$ cat config.mk
export PLATFORM = sky130hd
export DESIGN_NAME = pipe_stage_reg
export DESIGN_NICKNAME = d
export VERILOG_FILES = /design/src/rtl/pipe_stage_reg_pkg.sv /design/src/rtl/pipe_stage_reg_stall_counter.sv /design/src/rtl/pipe_stage_reg.sv
export SDC_FILE = /design/constraint.sdc
export NUM_CORES = 1
export LEC_CHECK = 0
export ABC_AREA = 1
export CORE_MARGIN = 2
export CORE_UTILIZATION = 43
export DETAILED_ROUTE_END_ITERATION = 6
export HOLD_SLACK_MARGIN = 0.1
export PLACE_DENSITY = 0.81
export SLEW_MARGIN = 5
export SYNTH_ARGS = -nofsm -noshare
export SYNTH_HDL_FRONTEND = slang
export SYNTH_SLANG_ARGS = --single-unit
$ cat constraint.sdc
create_clock -name clk -period 2.2 [get_ports clk]
set_clock_uncertainty 0.1 [all_clocks]
set_input_delay 0.33 -clock clk [delete_from_list [all_inputs] [get_ports clk]]
set_output_delay 0.33 -clock clk [all_outputs]
set_load 0.1 [all_outputs]
$ cat src/rtl/pipe_stage_reg_pkg.sv
// pipe_stage_reg_pkg
// Shared definitions for the CPU_CORE pipeline stage registers:
//   - occupancy state encoding (EMPTY, BUSY, FULL)
//   - payload bundle widths for each stage boundary
//   - reset level (synchronous, active low)
package pipe_stage_reg_pkg;

    // Occupancy of a stage: EMPTY, main held, or main and skid held.
    typedef enum logic [1:0] {
        StEmpty = 2'd0,
        StBusy  = 2'd1,
        StFull  = 2'd2
    } pipe_state_e;

    // ID/EX bundle: opcode + func3 + func7 + pc + rd_en + rd_addr + imm + rs1 + rs2
    localparam int unsigned OPCODE_W  = 7;
    localparam int unsigned FUNC3_W   = 3;
    localparam int unsigned FUNC7_W   = 7;
    localparam int unsigned XLEN      = 32;
    localparam int unsigned RD_ADDR_W = 5;

    localparam int unsigned ID_EX_W = OPCODE_W + FUNC3_W + FUNC7_W + XLEN + 1 + RD_ADDR_W
                                      + XLEN + XLEN + XLEN;
    // IF/ID: pc + instruction word
    localparam int unsigned IF_ID_W  = XLEN + XLEN;
    // EX/MEM: alu result + store data + rd_en + rd_addr + func3 + opcode
    localparam int unsigned EX_MEM_W = XLEN + XLEN + 1 + RD_ADDR_W + FUNC3_W + OPCODE_W;
    // MEM/WB: writeback value + rd_en + rd_addr
    localparam int unsigned MEM_WB_W = XLEN + 1 + RD_ADDR_W;

    localparam logic RST_ACTIVE = 1'b0;

endpackage

$ cat src/rtl/pipe_stage_reg_stall_counter.sv
// pipe_stall_counter
// Saturating up-counter used to measure backpressure cycles.
// Ports:
//   clk  in   clock
//   clr  in   synchronous clear (highest priority)
//   en   in   count enable; the count sticks at all-ones
//   cnt  out  current count
module pipe_stall_counter #(
    parameter int unsigned CNT_W = 16
) (
    input  logic             clk,
    input  logic             clr,
    input  logic             en,
    output logic [CNT_W-1:0] cnt
);

    localparam logic [CNT_W-1:0] CntOne = 1;
    localparam logic [CNT_W-1:0] CntMax = '1;

    logic [CNT_W-1:0] cnt_q;

    always_ff @(posedge clk) begin
        if (clr) begin
            cnt_q <= '0;
        end else if (en && (cnt_q != CntMax)) begin
            cnt_q <= cnt_q + CntOne;
        end
    end

    assign cnt = cnt_q;

endmodule

$ cat src/rtl/pipe_stage_reg.sv
// pipe_stage_reg
// Handshaked (valid/ready) pipeline stage register carrying an opaque payload between two
// CPU_CORE stages, with synchronous flush and a saturating backpressure counter.
// Build option: define PIPE_SKID_EN to add a skid entry so in_ready comes straight from a
// register; otherwise in_ready = out_ready || !out_valid (combinational).
// Ports:
//   clk        in   clock, rising edge
//   rst        in   synchronous active-low reset
//   flush      in   synchronous flush, discards all held entries
//   in_valid   in   upstream payload valid
//   in_ready   out  stage can accept in_data this cycle
//   in_data    in   upstream payload
//   out_valid  out  out_data holds a valid entry
//   out_ready  in   downstream accepts out_data
//   out_data   out  oldest held payload
//   stall_cnt  out  saturating count of cycles with out_valid && !out_ready
module pipe_stage_reg
    import pipe_stage_reg_pkg::*;
#(
    parameter int unsigned DATA_W = ID_EX_W,
    parameter int unsigned CNT_W  = 16
) (
    input  logic              clk,
    input  logic              rst,
    input  logic              flush,
    input  logic              in_valid,
    output logic              in_ready,
    input  logic [DATA_W-1:0] in_data,
    output logic              out_valid,
    input  logic              out_ready,
    output logic [DATA_W-1:0] out_data,
    output logic [CNT_W-1:0]  stall_cnt
);

    pipe_state_e       state_q;
    logic [DATA_W-1:0] main_q;
    logic              out_valid_q;
    logic              in_xfer;
    logic              out_xfer;
    logic              clear;

    assign clear     = (rst == RST_ACTIVE) || flush;
    assign in_xfer   = in_valid && in_ready;
    assign out_xfer  = out_valid_q && out_ready;
    assign out_valid = out_valid_q;
    assign out_data  = main_q;

`ifdef PIPE_SKID_EN
    logic [DATA_W-1:0] skid_q;
    logic              skid_valid_q;

    // Registered ready: the stage only refuses input once the skid entry is occupied.
    assign in_ready = !skid_valid_q;

    always_ff @(posedge clk) begin
        if (clear) begin
            state_q      <= StEmpty;
            out_valid_q  <= 1'b0;
            skid_valid_q <= 1'b0;
            main_q       <= '0;
            skid_q       <= '0;
        end else begin
            unique case (state_q)
                StEmpty: begin
                    if (in_xfer) begin
                        state_q     <= StBusy;
                        out_valid_q <= 1'b1;
                        main_q      <= in_data;
                    end
                end
                StBusy: begin
                    if (in_xfer && out_xfer) begin
                        main_q <= in_data;
                    end else if (in_xfer) begin
                        // Downstream stalled this cycle: park the new entry behind main.
                        state_q      <= StFull;
                        skid_valid_q <= 1'b1;
                        skid_q       <= in_data;
                    end else if (out_xfer) begin
                        state_q     <= StEmpty;
                        out_valid_q <= 1'b0;
                    end
                end
                StFull: begin
                    if (out_xfer) begin
                        state_q      <= StBusy;
                        skid_valid_q <= 1'b0;
                        main_q       <= skid_q;
                    end
                end
                default: begin
                    state_q      <= StEmpty;
                    out_valid_q  <= 1'b0;
                    skid_valid_q <= 1'b0;
                end
            endcase
        end
    end
`else
    assign in_ready = out_ready || !out_valid_q;

    always_ff @(posedge clk) begin
        if (clear) begin
            state_q     <= StEmpty;
            out_valid_q <= 1'b0;
            main_q      <= '0;
        end else begin
            unique case (state_q)
                StEmpty: begin
                    if (in_xfer) begin
                        state_q     <= StBusy;
                        out_valid_q <= 1'b1;
                        main_q      <= in_data;
                    end
                end
                StBusy: begin
                    // in_ready implies out_ready here, so an input transfer always
                    // coincides with an output transfer.
                    if (in_xfer) begin
                        main_q <= in_data;
                    end else if (out_xfer) begin
                        state_q     <= StEmpty;
                        out_valid_q <= 1'b0;
                    end
                end
                default: begin
                    state_q     <= StEmpty;
                    out_valid_q <= 1'b0;
                end
            endcase
        end
    end
`endif

    // Flush leaves the counter alone; only reset clears it.
    pipe_stall_counter #(
        .CNT_W (CNT_W)
    ) u_stall_counter (
        .clk (clk),
        .clr (rst == RST_ACTIVE),
        .en  (out_valid_q && !out_ready),
        .cnt (stall_cnt)
    );

endmodule

==> qor.csv <==
metric;value;unit
clock power share;0.386;
Num CTS Buffers;17;
# Post-CTS Setup Buffers;0;
multiplexer share of the synthesized area;0;
synthesized area per cell;7.94;µm²
peak supply drop;0.000465;V
All-Layer GR Usage;0.235;
Adder-Cell Fraction of Synth Area;0.00191;
Crit. End Element;register;
CP max stage cell;dfxtp_2;
CP Launch Type;register;
Async SR Flop Fraction;0;
Final Setup Violations;0;
worst r2r dst;u_stall_counter.cnt[15];
RSZ-0062 raised after global routing;false;
first-pass GRT wire length;30400;µm
Worst Hold Path EP;out_data[34];
Die Wd;127;µm
M1 WL;7940;µm
status;completed;
commonest non-fill, non-tap cell in the layout;nand2_1;
Hold Fails Final Rpt;0;
count of flip-flops with a built-in enable after synthesis;0;
post-synth top area share;0.514;
simple-gate share of the synthesized area;0.246;
mapped cell area;6540;µm²
HP Start;in_data[34];
hold depth;3;
arrival time at the worst endpoint;2.03;ns
CTS Sinks;168;
prevailing post-synth register cell;dfxtp_1;
met3 routed WL;1670;µm
CP Launch Point;u_stall_counter.cnt[0];
Sw Ratio;0.296;
crit-path max FO;9;
via count;6414;
Worst-Skew Late Latency;0.42;ns
fmax;0.550;GHz
top post-synthesis cells by area;dfxtp_1 (51%), nand2_1 (20%), a21oi_2 (11%), a21oi_1 (5.5%), nor2_1 (2.4%);
Slew headroom;0.651;
switching power of the nets;2.30;mW
crit path cell chain;ha_1, nand2_2, nor2_4, nand2_2, o21ai_2, buf_4, nand2_1, nand2_1, nor2_1;
max incr delay on CP;0.37;ns
FF+latch count, synth;168;
DR WL met2;9500;µm
clk root buf;clkbuf_16;
Synth warnings;0;
Area Growth Syn to Fin;54.6;%
Core Footprint;15000;µm²
vias per inst;4.82;
most frequent cells in the layout;nand2_1 (350), buf_4 (177), dfxtp_1 (165);
largest family of logic cells by synthesized area;simple AND/OR/NAND/NOR gates;
reg-to-reg startpoint;u_stall_counter.cnt[0];
clk buf depth;2;
minimum hold slack;0.359;ns
CTS hold repair buffers;0;
Total Wirelength;19500;µm
Nets;1288;
Cell Int Power;5.47;mW
Antenna diodes;0;
maximum number of pins on one net before global-route repair;78;
Synth Area in Compound Gates;0.168;
GPL Wtd Cong;0.792;
filler instances;1276;
Initial DRT Pass Iterations;4;
Syn Nets;981;
critical path type;register to register;
remaining antenna violation count;0;
XOR/XNOR Fraction of Synth Area;0.00938;
fin crit period;1.82;ns
clock tree from TritonCTS;built;
top sig layer;met4;
# resized after CTS;0;
Req. time, crit path;2.41;ns
leakage power;4.18;nW
Cells after Synth;824;
vias in the first global route;5986;
PortBufs;324;
layout cells sized above 1;0.269;
DR DRC count;0;
sequential area share after synthesis;0.514;
initial antenna violation count;0;
Routed wire per std cell;14.7;µm
Final Cycle Share;0.827;
max_cap viols;0;
Clock Pin Slew Worst Setup and Hold Paths;0.06;ns
1st-iter DRT viols;379;
pins over their slew limit;0;
Cell Rows;45;
Die Y;127;µm
pwr/cell area;768;nW/µm²
setup_tns;0;ns
Slew @ Worst Pin;0.523;ns
internal reg-to-reg setup slack;0.38;ns
Synth cell types;23;
htree depth;4;
Reg power frac;0.412;
area taken by multi-input logic gates;2790;µm²
grt ovf;0;
Worst R2R Path Depth;9;
HPWL Detailed;13900;µm
die area;16200;µm²
IO Pins;325;
path type of the worst min-delay path;primary input to register;
Initial Util;0.435;
combinational group share of total power;0.202;
Storage cell area;3370;µm²
cell taking the most area after synthesis;dfxtp_1;
[worst max-delay path: cells and delay by family, from the launching register on]
family / cells / cell delay [ns]
AND/OR/NAND/NOR: 6 / 0.51
flip-flops: 1 / 0.37
AO/OA/AOI/OAI: 1 / 0.29
adder cells (fa/ha/maj): 1 / 0.21
buffers and inverters: 1 / 0.24
[layout make-up]
class / count / share of cell area
sequential: 168 / 0.333
inverter: 23 / 0.00879
clock buffer: 22 / 0.0459
timing repair buffer: 340 / 0.301
clock inverter: 8 / 0.0120
tap: 188 / 0.0233
multi-input combinational: 581 / 0.276
[per-stage QoR]
stage	cell area [µm²]	std cells	power, mW	worst slack [ns]	utilization
after CTS	10100	1330	7.82	0.393	0.672
after global placement	9520	1300	4.83	0.241	0.634
after global routing	10100	1330	8.04	0.221	0.672
final	10100	1330	7.76	0.381	0.672
after detailed placement	9520	1300	4.83	0.169	0.634
after floorplan	6540	824	4.30	0.0330	-
[metal layers]
| metal | global-route usage | up-vias |
|---|---|---|
| li1 | - | 3216 |
| met1 | 0.287 | 2932 |
| met2 | 0.397 | 234 |
| met3 | 0.0699 | 32 |
| met4 | 0.0808 | 0 |
| met5 | 0 | - |
[power by group through the flow]
stage                     logic, mW  clock network, mW  registers [mW]
after global routing           1.64               3.18            3.21
after floorplan               0.348                  0            3.95
after global placement         1.56                  0            3.26
final                          1.57               3.00            3.20
after CTS                      1.57               3.05            3.20
after detailed placement       1.57                  0            3.27
[state kept, by name, summed over array words and instances (netlist names)]
name / cells
u_stall_counter.cnt: 16
out_data: 151
out_valid: 1
[cells in the mapped netlist, drive strengths merged, types with 2 or more instances]
library cell	instances
inv	23
xor2	7
o21ai	7
buf	32
a21oi	152
nand2	355
nand3	8
nand4	2
nand3b	2
dfxtp	168
clkbuf	20
nor2	45
[cell families after synthesis]
kind of cell	Yosys count
AO/OA/AOI/OAI	159
XOR/XNOR	7
AND/OR/NAND/NOR	414
buffers and inverters	75
adder cells (fa/ha/maj)	1
flip-flops	168
[worst max path at each step]
stage,endpoint,slack (ns),cells after the start
2_1_floorplan,u_stall_counter.cnt[7],0.03,8
3_3_place_gp,out_data[51],0.24,8
3_5_place_dp,out_data[27],0.17,8
4_1_cts,u_stall_counter.cnt[15],0.39,9
5_1_grt,u_stall_counter.cnt[10],0.22,9
6_report,u_stall_counter.cnt[15],0.38,9
(Power assumes the default switching activity.)
